## src/rtl/melody_seq.sv

```systemverilog
// Melody sequencer: steps through a 16-entry song ROM and emits tone codes for a
// downstream square-wave generator, with a short silent gap closing every note.
module melody_seq #(
  parameter int TICKS_PER_BEAT = 250000,
  parameter int GAP_TICKS      = 10000,
  parameter int LOOP           = 0
) (
  input  logic       clk1M,
  input  logic       rst,
  input  logic       play,
  input  logic       stop,
  output logic [4:0] signal,
  output logic       busy,
  output logic       done,
  output logic [3:0] idx,
  output logic [1:0] dbg_state
);

  localparam logic [1:0] IDLE  = 2'd0;
  localparam logic [1:0] NOTE  = 2'd1;
  localparam logic [1:0] GAP   = 2'd2;
  localparam logic [1:0] FETCH = 2'd3;

  localparam logic [4:0]  SILENCE  = 5'b11111;
  localparam logic [20:0] BEAT_LEN = 21'(TICKS_PER_BEAT);
  localparam logic [20:0] GAP_LEN  = 21'(GAP_TICKS);
  localparam bit          HAS_GAP  = (GAP_TICKS != 0);

  // Each entry is {code[4:0], beats[2:0]}; beats == 0 marks end of song.
  function automatic logic [7:0] rom_entry(input logic [3:0] a);
    logic [7:0] e;
    case (a)
      4'd0:    e = {5'b00000, 3'd1};
      4'd1:    e = {5'b00000, 3'd1};
      4'd2:    e = {5'b00100, 3'd1};
      4'd3:    e = {5'b00100, 3'd1};
      4'd4:    e = {5'b00101, 3'd1};
      4'd5:    e = {5'b00101, 3'd1};
      4'd6:    e = {5'b00100, 3'd2};
      4'd7:    e = {5'b00011, 3'd1};
      4'd8:    e = {5'b00011, 3'd1};
      4'd9:    e = {5'b00010, 3'd1};
      4'd10:   e = {5'b00010, 3'd1};
      4'd11:   e = {5'b00001, 3'd1};
      4'd12:   e = {5'b00001, 3'd1};
      4'd13:   e = {5'b00000, 3'd2};
      default: e = {SILENCE, 3'd0};
    endcase
    return e;
  endfunction

  // Codes the tone generator cannot play are muted rather than passed through.
  function automatic logic [4:0] tone(input logic [4:0] code);
    if (code[4:3] == 2'b11 || code[2:0] == 3'b111) return SILENCE;
    return code;
  endfunction

  localparam logic [7:0] FIRST_ENTRY = rom_entry(4'd0);
  localparam logic [4:0] FIRST_CODE  = FIRST_ENTRY[7:3];

  logic [1:0]  state;
  logic [20:0] cnt;
  logic        wrapped;
  logic [7:0]  cur_entry;
  logic [2:0]  cur_beats;
  logic [20:0] note_len;
  logic        note_end;
  logic        gap_end;
  logic        fetch_next;

  always_comb begin
    cur_entry  = rom_entry(idx);
    cur_beats  = cur_entry[2:0];
    note_len   = 21'(cur_beats) * BEAT_LEN - GAP_LEN;
    note_end   = (cnt == note_len - 21'd1);
    gap_end    = (cnt == GAP_LEN - 21'd1);
    fetch_next = (cur_beats != 3'd0) && !wrapped;
  end

  assign dbg_state = state;

  always_ff @(posedge clk1M or posedge rst) begin
    if (rst) begin
      state   <= IDLE;
      cnt     <= '0;
      idx     <= '0;
      signal  <= SILENCE;
      busy    <= 1'b0;
      done    <= 1'b0;
      wrapped <= 1'b0;
    end else begin
      done <= 1'b0;
      if (stop) begin
        // Abort wins over everything, including a simultaneous play.
        state   <= IDLE;
        cnt     <= '0;
        idx     <= '0;
        signal  <= SILENCE;
        busy    <= 1'b0;
        wrapped <= 1'b0;
      end else begin
        case (state)
          IDLE: begin
            if (play) begin
              state   <= NOTE;
              cnt     <= '0;
              idx     <= '0;
              wrapped <= 1'b0;
              signal  <= tone(FIRST_CODE);
              busy    <= 1'b1;
            end
          end
          NOTE: begin
            if (note_end) begin
              cnt    <= '0;
              signal <= SILENCE;
              if (HAS_GAP) begin
                state <= GAP;
              end else begin
                state   <= FETCH;
                idx     <= idx + 4'd1;
                wrapped <= (idx == 4'd15);
              end
            end else begin
              cnt <= cnt + 21'd1;
            end
          end
          GAP: begin
            if (gap_end) begin
              state   <= FETCH;
              cnt     <= '0;
              idx     <= idx + 4'd1;
              wrapped <= (idx == 4'd15);
            end else begin
              cnt <= cnt + 21'd1;
            end
          end
          FETCH: begin
            // idx already points at the new entry; decide where the song goes.
            cnt <= '0;
            if (fetch_next) begin
              state  <= NOTE;
              signal <= tone(cur_entry[7:3]);
            end else if (LOOP != 0) begin
              state   <= NOTE;
              idx     <= '0;
              wrapped <= 1'b0;
              signal  <= tone(FIRST_CODE);
            end else begin
              state   <= IDLE;
              idx     <= '0;
              wrapped <= 1'b0;
              busy    <= 1'b0;
              done    <= 1'b1;
            end
          end
          default: begin
            state   <= IDLE;
            cnt     <= '0;
            idx     <= '0;
            signal  <= SILENCE;
            busy    <= 1'b0;
            wrapped <= 1'b0;
          end
        endcase
      end
    end
  end

endmodule

```

## config.mk

```make
export PLATFORM = sky130hd
export DESIGN_NAME = melody_seq
export DESIGN_NICKNAME = d
export VERILOG_FILES = /design/src/rtl/melody_seq.sv
export SDC_FILE = /design/constraint.sdc
export NUM_CORES = 1
export LEC_CHECK = 0
export ABC_AREA = 1
export CORE_MARGIN = 10
export CORE_UTILIZATION = 30
export DETAILED_ROUTE_END_ITERATION = 16
export PLACE_DENSITY_LB_ADDON = 0.05
export SYNTH_ARGS = -nofsm -noshare
export SYNTH_HDL_FRONTEND = slang
export SYNTH_SLANG_ARGS = --single-unit
```

## constraint.sdc

```tcl
create_clock -name clk1M -period 2.52 [get_ports clk1M]
set_input_delay 0.504 -clock clk1M [delete_from_list [all_inputs] [get_ports clk1M]]
set_output_delay 0.504 -clock clk1M [all_outputs]
set_load 0.01 [all_outputs]
```

# After elaboration in Yosys (flattened, before gate mapping)
# Memories as Yosys holds them, arrays and structs flattened.
# Index checks and enable logic that the tools add are counted.
# W data, S select, Z words.
# totals
ff_bits	35
rom_bits	112
input_bits	4
output_inout_bits	13
elab_cells	76
memories	1
# classes
addsub	4
mul	1
n_eq_ne	14
n_mux	38
reduce_logical	11
# mem_list
memory	words	width	read_ports	rd_clocked_by_memory_dff	wr	line	text
(no name shown)	16	7	1	0	0	32	case (a)
# op_table
op	n
$mux W21	4
$pmux W21 S4	1
$mux W5	6
$add A21 B1 Y21 const B	1
$eq A21 B14 Y1 const B	1
$eq A21 B21 Y1	1
$sub A21 B1 Y21 const B	1
$sub A21 B14 Y21 const B	1
$mul A3 B14 Y17 const B	1
$mux W4	4
$ne A3 B3 Y1 const B	5
$pmux W5 S3	1
$mux W1	14
$pmux W4 S3	1
$mux W2	4
$pmux W2 S4	1
$reduce_and A4 Y1	2
$eq A2 B2 Y1 const B	3
$reduce_and A3 Y1	2
$reduce_bool A3 Y1	2
$add A4 B1 Y4 const B	1
$eq A4 B4 Y1 const B	1
$reduce_bool A4 Y1	1
$eq A3 B3 Y1 const B	1
other kinds (8)	8

# Depth between registers and ports, before layout
# Gate-level depths: netlist of run 1.
# An unclocked memory read counts as a cell.
# depth
word_depth	11
ltp_mapped	20
mapped_depth_nobuf	19

# Least setup slack after synthesis of run 1
# OpenSTA, ideal clock, no wires.
# synth_timing
path_kind	register -> register
from	register idx[0]
to	register cnt[16]
setup_ns	0.123
arrival_ns	2.340
required_time_ns	2.397
path_slack_ns	0.056
stages_incl_launch_ff	21
n_path_buf	1
period_less_slack_ns	2.464
path_cell_list	dfrtp_1 > inv_1 > ha_1 > nand2_1 > nand2_1 > nand2_1 > inv_1 > ha_1 > inv_1 > nand2_1 > nand2_1 > nand2_1 > nand2_1 > nand2_1 > nor2_2 > nand3_2 > nand2_2 > nand2_4 > nand2_8 > buf_12 > o21ai_2
# synth_between
elab_chain_cells	8
# synth_rtl
item	line	text
from (decl)	15	output logic [3:0] idx,
from (signal assigned)	121	idx <= idx + 4'd1;
from (signal assigned)	132	idx <= idx + 4'd1;
$mem_v2 Z16 W7	--	
$mul A3 B14 Y17	74	note_len = 21'(cur_beats) * BEAT_LEN - GAP_LEN;
$sub A21 B14 Y21	74	
$sub A21 B1 Y21	75	note_end = (cnt == note_len - 21'd1);
$eq A21 B21 Y1	75	
$mux W21	114	if (note_end) begin
$pmux W21 S4	102	case (state)
$mux W21	93	if (stop) begin
to (signal assigned)	125	cnt <= cnt + 21'd1;
to (signal assigned)	135	cnt <= cnt + 21'd1;
to (decl)	62	logic [20:0] cnt;
# No other way between the ends.
# A chain may end at the register's enable or synchronous reset.

# Final worst setup path of run 1
# layout_timing
from	register idx[0]
to	register cnt[0]
# The elaborated chain is that of the path after synthesis.

==> metrics.yaml, run 1 <==
outcome: "complete, no violations"
seq_power_share: 0.362
grt_pass1_vias: 2191
p_leak_nw: 1.34
clk_path_buf_depth: 2
fin_area_mm2: 0.00313
skew_ns: 0.00725
ir_worst_vdd_mv: 0.379
dieHeight_um: 113
ctsHoldBuffers: 0
avgViaCountPerCell: 4.63
max_clock_freq_mhz: 417
h-tree-depth: 2
hold_path.class: "register to register"
rsz0062_at_grt: "true"
syn_nets: 365
finalCritPeriodShare: 0.951
setup_slack_ns: 0.122
clkPwrFrac: 0.230
yosys_warnings: 0
nNetsFinal: 395
cts.sinks: 34
synth.avg_cell_area_um2: 7.49
p_int_mw: 1.17
yosysSeqAreaShare: 0.331
comb_power_share: 0.408
drt-pass1-iter-count: 4
core_mm2: 0.00830
cts_root_buf: "clkbuf_8"
grtUsageTotal: 0.101
io_pins: 17
worst_slew_pin_slew_ns: 1.18
cts-buffers-inserted: 5
drc: 0
crit_type: "register to register"
wirelength_um: 6720
port_buffers: 16
cp.arrival_ns: 2.57
setup_viol_count_final: 0
die_w_um: 113
syn_to_final_growth_pct: 21.1
grt_overflow_total: 0
via_count: 2228
ys_seq_elements: 34
antenna_found_initial: 0
cp-start-kind: "register"
clk_latency_ns: 0.28
clkTransAtPathRegs_ns: 0.08
die-area_mm2: 0.0127
cp-startpoint: "idx[0]$_DFFE_PP0P_"
detail-route-antenna-nets: 0
cp.required_ns: 2.70
dp_hpwl_um: 4880
p_per_area_mw_per_mm2: 607
drv_cap: 0
wl_per_cell_um: 14.0
start_util: 0.311
tritoncts: "yes"
layout-drive-gt1-share: 0.237
final-max-slew-violation-count: 0
drt-initial-drc-count: 81
placementRows: 33
p_sw_mw: 0.731
worst_setup_path_end_kind: "register"
synthDistinctLibCells: 38
dp_slack_ns: 0.0972
relSlewSlack: 0.208
hold_viol_final: 0
dpl_cell_area_mm2: 0.00286
fin_crit_ns: 2.40
hold_ws_ns: 0.473
worstHoldStart: "signal[1]$_DFFE_PP1P_"
netlist_instances: 345
diodes: 0
gp_congestion: 0.799
grt_pass1_wl_um: 10900
grt_max_degree: 35
r2r_start: "idx[0]$_DFFE_PP0P_"
power.share.switching: 0.385
crit_fanout: 9
syn_area_mm2: 0.00258
==> state kept, by name (all words and copies together), names as in the netlist <==
signal / count
cnt: 21
done: 1
idx: 4
signal: 4
dbg_state: 2
busy: 1
wrapped: 1
==> power groups by stage <==
stage	Clock [mW]	Sequential, mW	Combinational, mW
2_1_floorplan	0	0.725	0.398
3_5_place_dp	0	0.699	0.663
4_1_cts	0.459	0.689	0.668
3_3_place_gp	0	0.699	0.670
6_report	0.436	0.688	0.775
5_1_grt	0.477	0.702	0.860
==> worst max-delay path, cell delays in order, from the launching register on <==
cell,delay (ns)
dfrtp_1,0.41
inv_2,0.13
ha_4,0.15
nand2_2,0.06
nand2_2,0.10
nand2_2,0.07
buf_4,0.15
ha_1,0.20
nand2_1,0.07
nand2_1,0.05
nor2_1,0.10
nand3_1,0.08
nor2_1,0.13
nand3_2,0.15
nand2_4,0.13
nand2_8,0.10
nand2_8,0.14
a21oi_2,0.06
==> cells by family after synthesis <==
| family | after synthesis | synth area share |
|---|---|---|
| compound gates | 53 | 0.125 |
| xor+xnor | 15 | 0.0508 |
| fa+ha+maj | 16 | 0.0774 |
| buf+inv | 56 | 0.0997 |
| flops | 34 | 0.331 |
| simple gates | 171 | 0.316 |
==> cell usage in the layout (no fill, tap or decap), types with 2 or more instances in the layout <==
master           count
nand2_8              4
o31ai_1              2
inv_1               35
nand3_1             17
o211ai_1             2
buf_4               16
dfstp_2              4
xor2_1              11
nand3_2              6
nand2_2             10
clkbuf_8             6
o21ai_2             10
ha_2                 2
nor2_2               7
nor2_1              25
ha_4                 3
nand2_1             81
clkdlybuf4s50_1     16
nor3_2               2
a21oi_1              8
nand2_4              2
nand4_1              6
ha_1                11
nor3_1               9
o21ai_1             10
dfrtp_1             29
xnor2_1              4
inv_2                9
o21ai_0             17
==> layer usage <==
layer	track usage	part of all wire	vias up
li1	-	-	1166
met5	0	0	-
met4	0.0203	0.0046	0
met2	0.161	0.47	27
met3	0.0248	0.030	2
met1	0.136	0.50	1033
==> what timing repair did <==
| item | CTS | global route |
|---|---|---|
| endpoints found under the setup margin | 0 | 32 |
| gates resized for setup | 0 | 30 |
| buffers inserted | 0 | 6 |
==> synthesized netlist by cell type (all sizes together) <==
cell type	count	area (µm²)
a211oi	1	7.51
a21oi	9	48.8
a31oi	1	6.26
buf	7	71.3
clkbuf	4	17.5
dfrtp	30	751
dfstp	4	105
ha	16	200
inv	45	169
nand2	95	395
nand3	24	158
nand3b	1	7.51
nand4	6	37.5
nor2	33	146
nor3	11	65.1
o211ai	2	15.0
o21ai	37	223
o22a	1	8.76
o31ai	2	15.0
or2	1	6.26
xnor2	4	35.0
xor2	11	96.3
==> per-stage QoR <==
step	power [mW]	utilization	instances	TNS [ns]
CTS	1.82	0.356	473	0
global route	2.04	0.377	481	-0.357
detailed placement	1.36	0.345	465	0
finish	1.90	0.377	481	0
global placement	1.37	0.345	465	0
floorplan	1.12	-	345	0
==> final timing paths <==
path	end	slack, ns	cells after the start
setup / recovery	cnt[0]$_DFFE_PP0N_	0.12	17
hold / removal	signal[1]$_DFFE_PP1P_	0.47	2
setup reg to reg	cnt[0]$_DFFE_PP0N_	0.12	17
hold reg to reg	signal[1]$_DFFE_PP1P_	0.47	2
max in group asynchronous	signal[3]$_DFFE_PP1P_	1.54	3
min in group asynchronous	cnt[1]$_DFFE_PP0N_	0.63	3
==> cell type report <==
class / instances / area, µm²
Clock buffer: 6 / 82.6
Clock inverter: 2 / 12.5
Fill cell: 869 / 5170
Inverter: 45 / 171
Multi-Input combinational cell: 257 / 1600
Sequential cell: 34 / 857
Tap cell: 105 / 131
Timing Repair Buffer: 32 / 280
Note: power is estimated with default switching activity, not from simulation.
==> run 2: changes to the inputs <==
--- a/config.mk
+++ b/config.mk
@@ -6,10 +6,11 @@
 export NUM_CORES = 1
 export LEC_CHECK = 0
 export ABC_AREA = 1
-export CORE_MARGIN = 10
 export CORE_UTILIZATION = 30
 export DETAILED_ROUTE_END_ITERATION = 16
+export MAX_ROUTING_LAYER = met4
 export PLACE_DENSITY_LB_ADDON = 0.05
+export SKIP_LAST_GASP = 1
 export SYNTH_ARGS = -nofsm -noshare
 export SYNTH_HDL_FRONTEND = slang
 export SYNTH_SLANG_ARGS = --single-unit
==> run 2 against run 1 <==
Compared with the run above: first-iteration DRC count shrank 36%; highest routed layer unchanged; non-clock buffer count shrank 1; sequential power grew 2%; via count grew 2.3%; critical endpoint is now cnt[4]$_DFFE_PP0N_; critical path depth shrank 3; cell count is the same; maximum frequency grew 1.9%; sequential share of layout area shrank 0.48 points; critical path type unchanged; sequential cell count is the same.
==> metrics.yaml, run 2 (synthesized netlist as in run 1, its figures left out) <==
outcome: "complete, no violations"
avgViaCountPerCell: 4.74  # +2.3%
setup_viol_count_final: 0  # unchanged
dieHeight_um: 94.8  # -16%
relSlewSlack: 0.380  # +0.171
die_w_um: 94.8  # -16%
skew_ns: 0.00768  # +0.000425 ns
die-area_mm2: 0.00899  # -29%
drt-initial-drc-count: 52  # -36%
hold_viol_final: 0  # unchanged
diodes: 0  # unchanged
start_util: 0.313  # +0.00156
final_cell_mix: "79 x nand2_1, 34 x inv_1, 27 x dfrtp_1"
regMostFlops: "cnt"
worst_setup_path_end_kind: "register"
cts_root_buf: "clkbuf_8"
crit_path_top_delay_cell: "dfrtp_2"
crit_path_max_incr_delay_ns: 0.44  # +0.03 ns
layout-drive-gt1-share: 0.258  # +0.0213
grt_pass1_vias: 2244  # +2.4%
fin_area_mm2: 0.00320  # +2.1%
drv_cap: 0  # unchanged
met1_usage: 0.195  # +0.0590
min_path_cells: 2  # unchanged
grtUsageTotal: 0.165  # +0.0640
p_leak_nw: 1.36  # +1.1%
r2r_start: "idx[0]$_DFFE_PP0P_"
cts.sinks: 34  # unchanged
clkTransAtPathRegs_ns: 0.08  # about the same
p_total_mw: 1.96  # +3.3%
n_fill_cell: 885  # +1.8%
dp_slack_ns: -0.00795  # -0.105 ns
drc: 0  # unchanged
dpl_cell_area_mm2: 0.00288  # +0.52%
tritoncts: "yes"
grt_pass1_wl_um: 11000  # +1.1%
final_common_cell: "nand2_1"
worst_slew_pin_slew_ns: 0.930  # -0.254 ns
rr_worst_depth: 14  # -3
rrSetupSlack_ns: 0.17  # +0.04 ns
drt-pass1-iter-count: 4  # unchanged
final-max-slew-violation-count: 0  # unchanged
grt_overflow_total: 0  # unchanged
grt-busiest-layer: "met2"
worstHoldEndpoint: "signal[2]$_DFFE_PP1P_"
fin_crit_ns: 2.35  # -0.0436 ns
crit_type: "register to register"
clk_path_buf_depth: 2  # unchanged
crit_fanout: 6  # -3
grt_max_degree: 35  # unchanged
max_clock_freq_mhz: 425  # +1.9%
antenna_found_initial: 0  # unchanged
placementRows: 33  # unchanged
cp.arrival_ns: 2.54  # -0.03 ns
reg_top3: "cnt x21, idx x4, signal x4"
ctsHoldBuffers: 0  # unchanged
detail-route-antenna-nets: 0  # unchanged
h-tree-depth: 2  # unchanged
dp_hpwl_um: 4880  # about the same
syn_to_final_growth_pct: 23.6
gp_congestion: 0.780  # -2.5%
worstHoldStart: "signal[2]$_DFFE_PP1P_"
io_pins: 17  # unchanged
nNetsFinal: 395  # unchanged
clk_latency_ns: 0.30  # +0.02 ns
wl_per_cell_um: 14.5  # +3.5%
gr-usage-met3: 0.0282  # +0.00335
wirelength_um: 6960  # +3.5%
largest_reg_flops: 21  # unchanged
cp.required_ns: 2.70  # about the same
cp-startpoint: "idx[0]$_DFFE_PP0P_"
cp-start-kind: "register"
tns_ns: 0  # unchanged
finalCritPeriodShare: 0.934  # -0.0173
via_count: 2279  # +2.3%
cts-buffers-inserted: 5  # unchanged
grt_use_met2: 0.291  # +0.129
port_buffers: 16  # unchanged
path_cells: "inv_4, ha_2, nor2_1, nor2_4, buf_4, ha_1, xnor2_1, nand3_1, nor2_1, nand3_2, nand2_4, nand2_8, nand2_8, o21ai_1"
rr_endpoint: "cnt[4]$_DFFE_PP0N_"
setup_slack_ns: 0.166  # +0.0436 ns
core_mm2: 0.00826  # -0.50%
ir_worst_vdd_mv: 0.361  # -4.7%
hold_path.class: "register to register"
p_per_area_mw_per_mm2: 614  # +1.2%
run 2: cell types whose count changed in the layout (fill, tap and decap cells not counted), sizes merged:
cell,delta
buf,-1
nand2,+1
run 2: power breakdown:
| part | internal [mW] | leakage [nW] | switching, mW | total, mW |
|---|---|---|---|---|
| logic | 0.319 | 0.857 | 0.492 | 0.811 |
| clock network | 0.220 | 0.0472 | 0.231 | 0.451 |
| registers | 0.638 | 0.452 | 0.0613 | 0.699 |
| total | 1.18 | 1.36 | 0.784 | 1.96 |
run 2: critical path, delay by kind of cell, from the launching register on:
kind	cells	cell delay, ns
XOR/XNOR	1	0.12
AO/OA/AOI/OAI	1	0.07
adder cells (fa/ha/maj)	2	0.38
flip-flops	1	0.44
buffers and inverters	2	0.21
AND/OR/NAND/NOR	8	1.01
run 2: layer usage:
| layer | vias to the layer above | routed length [µm] |
|---|---|---|
| met5 | - | 0 |
| li1 | 1166 | - |
| met2 | 36 | 3490 |
| met4 | 0 | 69 |
| met3 | 7 | 176 |
| met1 | 1070 | 3230 |
run 2: repair_timing:
action | CTS | global route
setup buffers | 1 | 2
endpoints found under the setup margin | 8 | 32
pin swaps | 0 | 15
gates resized for setup | 0 | 50
cloned | 1 | 2
run 2: cell type report:
type / instances / area, µm² / share of cell area
Multi-Input combinational cell: 258 / 1660 / 0.519
Timing Repair Buffer: 31 / 277 / 0.0865
Inverter: 45 / 174 / 0.0544
Clock buffer: 6 / 82.6 / 0.0258
Clock inverter: 2 / 12.5 / 0.00392
Tap cell: 105 / 131 / 0.0411
Sequential cell: 34 / 860 / 0.269
run 2: how the worst max path moves through the flow:
stage | endpoint | cells past startpoint
6_report | cnt[4]$_DFFE_PP0N_ | 14
5_1_grt | cnt[3]$_DFFE_PP0N_ | 16
4_1_cts | cnt[20]$_DFFE_PP0N_ | 19
3_5_place_dp | cnt[3]$_DFFE_PP0N_ | 19
3_3_place_gp | cnt[3]$_DFFE_PP0N_ | 19
2_1_floorplan | cnt[16]$_DFFE_PP0N_ | 20
run 2: metrics by stage:
stage | cells | hold slack, ns | utilization
4_1_cts | 477 | 0.482 | 0.362
2_1_floorplan | 345 | 0.454 | -
3_5_place_dp | 467 | 0.468 | 0.348
5_1_grt | 481 | 0.513 | 0.387
3_3_place_gp | 467 | 0.467 | 0.348
6_report | 481 | 0.476 | 0.387
==> run 3: changes to the inputs <==
--- a/config.mk
+++ b/config.mk
@@ -8,8 +8,10 @@
 export ABC_AREA = 1
 export CORE_UTILIZATION = 30
 export DETAILED_ROUTE_END_ITERATION = 16
+export GPL_ROUTABILITY_DRIVEN = 1
 export MAX_ROUTING_LAYER = met4
 export PLACE_DENSITY_LB_ADDON = 0.05
+export SETUP_SLACK_MARGIN = 0.5
 export SKIP_LAST_GASP = 1
 export SYNTH_ARGS = -nofsm -noshare
 export SYNTH_HDL_FRONTEND = slang
==> run 3 against run 2 <==
Compared with the run above: cell count grew 3.3%; critical path depth grew 5; utilization grew 2.6 points; register-to-register slack is essentially flat; clock power shrank 3%; non-clock buffer count grew 15; sequential share of layout area shrank 1.6 points; combinational power grew 8.4%.
==> metrics.yaml, run 3 (synthesized netlist as in run 1, its figures left out) <==
p_total_mw: 2.01  # +2.7%
dp_hpwl_um: 4630  # -5.2%
cp-start-kind: "register"
p_leak_nw: 1.45  # +7.1%
antenna_found_initial: 0  # unchanged
gp_congestion: 0.782  # +0.32%
port_buffers: 16  # unchanged
hold_viol_final: 0  # unchanged
grt_overflow_total: 0  # unchanged
final-max-slew-violation-count: 0  # unchanged
clkPwrFrac: 0.217  # -0.013
rsz0062_at_grt: "true"
crit_fanout: 6  # unchanged
final_common_cell: "nand2_1"
cts-buffers-inserted: 5  # unchanged
comb_power_share: 0.437  # +0.023
grt_pass1_wl_um: 12000  # +8.8%
worst_slew_pin_slew_ns: 0.958  # +0.0280 ns
utilization: 0.413  # +0.0258
cts_root_buf: "clkbuf_8"
seq_power_share: 0.346  # -0.010
grt_pass1_vias: 2321  # +3.4%
wirelength_um: 7030  # +0.98%
final_cell_mix: "79 x nand2_1, 35 x inv_1, 30 x buf_4"
max_clock_freq_mhz: 425  # about the same
regMostFlops: "cnt"
crit_type: "register to register"
die_w_um: 94.8  # unchanged
start_util: 0.313  # unchanged
cp.required_ns: 2.70  # about the same
finalCritPeriodShare: 0.935  # about the same
drv_cap: 0  # unchanged
detail-route-antenna-nets: 0  # unchanged
n_fill_cell: 867  # -2.0%
via_count: 2380  # +4.4%
cp-startpoint: "idx[0]$_DFFE_PP0P_"
p_sw_mw: 0.800  # +2.0%
cp.arrival_ns: 2.54  # about the same
tritoncts: "yes"
die-area_mm2: 0.00899  # unchanged
worstHoldStart: "signal[2]$_DFFE_PP1P_"
power.share.switching: 0.397  # -0.00289
clk_path_buf_depth: 2  # unchanged
cts.sinks: 34  # unchanged
tns_ns: 0  # unchanged
relSlewSlack: 0.361  # -0.0187
fin_crit_ns: 2.36  # +0.00140 ns
drt-pass1-iter-count: 4  # unchanged
avgViaCountPerCell: 4.79  # +1.1%
ir_worst_vdd_mv: 0.484  # +34%
syn_to_final_growth_pct: 31.8
outcome: "complete, no violations"
dieHeight_um: 94.8  # unchanged
h-tree-depth: 2  # unchanged
setup_viol_count_final: 0  # unchanged
drc: 0  # unchanged
skew_ns: 0.00434  # -0.00334 ns
layout-drive-gt1-share: 0.316  # +0.0583
grtUsageTotal: 0.179  # +0.0131
p_int_mw: 1.21  # +3.2%
largest_reg_flops: 21  # unchanged
worst_setup_path_end_kind: "register"
core_mm2: 0.00826  # unchanged
p_per_area_mw_per_mm2: 591  # -3.7%
r2r_start: "idx[0]$_DFFE_PP0P_"
reg_top3: "cnt x21, idx x4, signal x4"
placementRows: 33  # unchanged
io_pins: 17  # unchanged
hold_ws_ns: 0.474  # -0.00196 ns
wl_per_cell_um: 14.1  # -2.3%
nNetsFinal: 411  # +4.1%
hold_path.class: "register to register"
clkTransAtPathRegs_ns: 0.08  # about the same
diodes: 0  # unchanged
drt-initial-drc-count: 95  # +83%
grt_max_degree: 35  # unchanged
clk_latency_ns: 0.29  # about the same
==> run 3: cell types whose count changed in the layout (fill, tap and decap cells not counted), moves of 3 or more <==
cell	delta
buf_4	+16
o21ai_2	+8
o21ai_1	-6
inv_2	-3
nand2_4	+3
nor2_1	-3
==> run 3: area by class of cell <==
cell class                      instances  area, µm²  share of cell area
Tap cell                              105        131              0.0385
Sequential cell                        34        861               0.253
Inverter                               45        179              0.0525
Timing Repair Buffer                   46        385               0.113
Multi-Input combinational cell        259       1760               0.515
Clock inverter                          2       12.5             0.00367
Clock buffer                            6       82.6              0.0242
==> run 3: final timing paths <==
check                                   endpoint  slack (ns)  cells after the start
max in group asynchronous     idx[1]$_DFFE_PP0P_        1.56                      3
max reg2reg                   cnt[3]$_DFFE_PP0N_        0.16                     19
max                           cnt[3]$_DFFE_PP0N_        0.16                     19
min reg2reg                signal[2]$_DFFE_PP1P_        0.47                      2
min                        signal[2]$_DFFE_PP1P_        0.47                      2
min in group asynchronous     cnt[3]$_DFFE_PP0N_        0.61                      3
==> run 3: metal layers <==
layer | wire length (µm) | global-route usage
met1 | 3600 | 0.255
met2 | 3190 | 0.268
met3 | 180 | 0.0266
met4 | 51 | 0.0316
met5 | 0 | -
==> run 3: power by group through the flow <==
stage	clock network (mW)	logic (mW)	registers, mW
finish	0.438	0.879	0.697
global route	0.481	0.961	0.708
global placement	0	0.652	0.709
CTS	0.465	0.830	0.698
floorplan	0	0.402	0.729
detailed placement	0	0.648	0.709
==> run 3: stage by stage <==
stage | instances | setup slack (ns) | cell area (µm²)
after floorplan | 345 | 0.339 | 2630
after global placement | 460 | 0.0540 | 2870
after detailed placement | 460 | 0.0910 | 2870
after CTS | 493 | 0.182 | 3300
after global routing | 497 | 0.0188 | 3410
final | 497 | 0.164 | 3410
==> run 3: critical path: stages, from the launching register on <==
cell	delay, ns
dfrtp_2	0.47
inv_4	0.11
ha_4	0.15
nand2_4	0.07
nand2_4	0.09
nand2_4	0.08
inv_4	0.09
ha_4	0.22
inv_4	0.06
nand2_2	0.04
nand2_1	0.06
nand2_1	0.06
nand2_1	0.08
nand2_1	0.06
nor2_2	0.08
nand3_2	0.11
nand2_4	0.11
nand2_8	0.11
nand2_8	0.12
o21ai_2	0.06
==> run 3: timing repair <==
item / in CTS / in global routing
pin swaps: 13 / 15
buffers inserted: 21 / 4
setup endpoints to repair: 33 / 34
hold buffers: 0 / 0
resized for setup: 40 / 19
gates cloned: 4 / 0
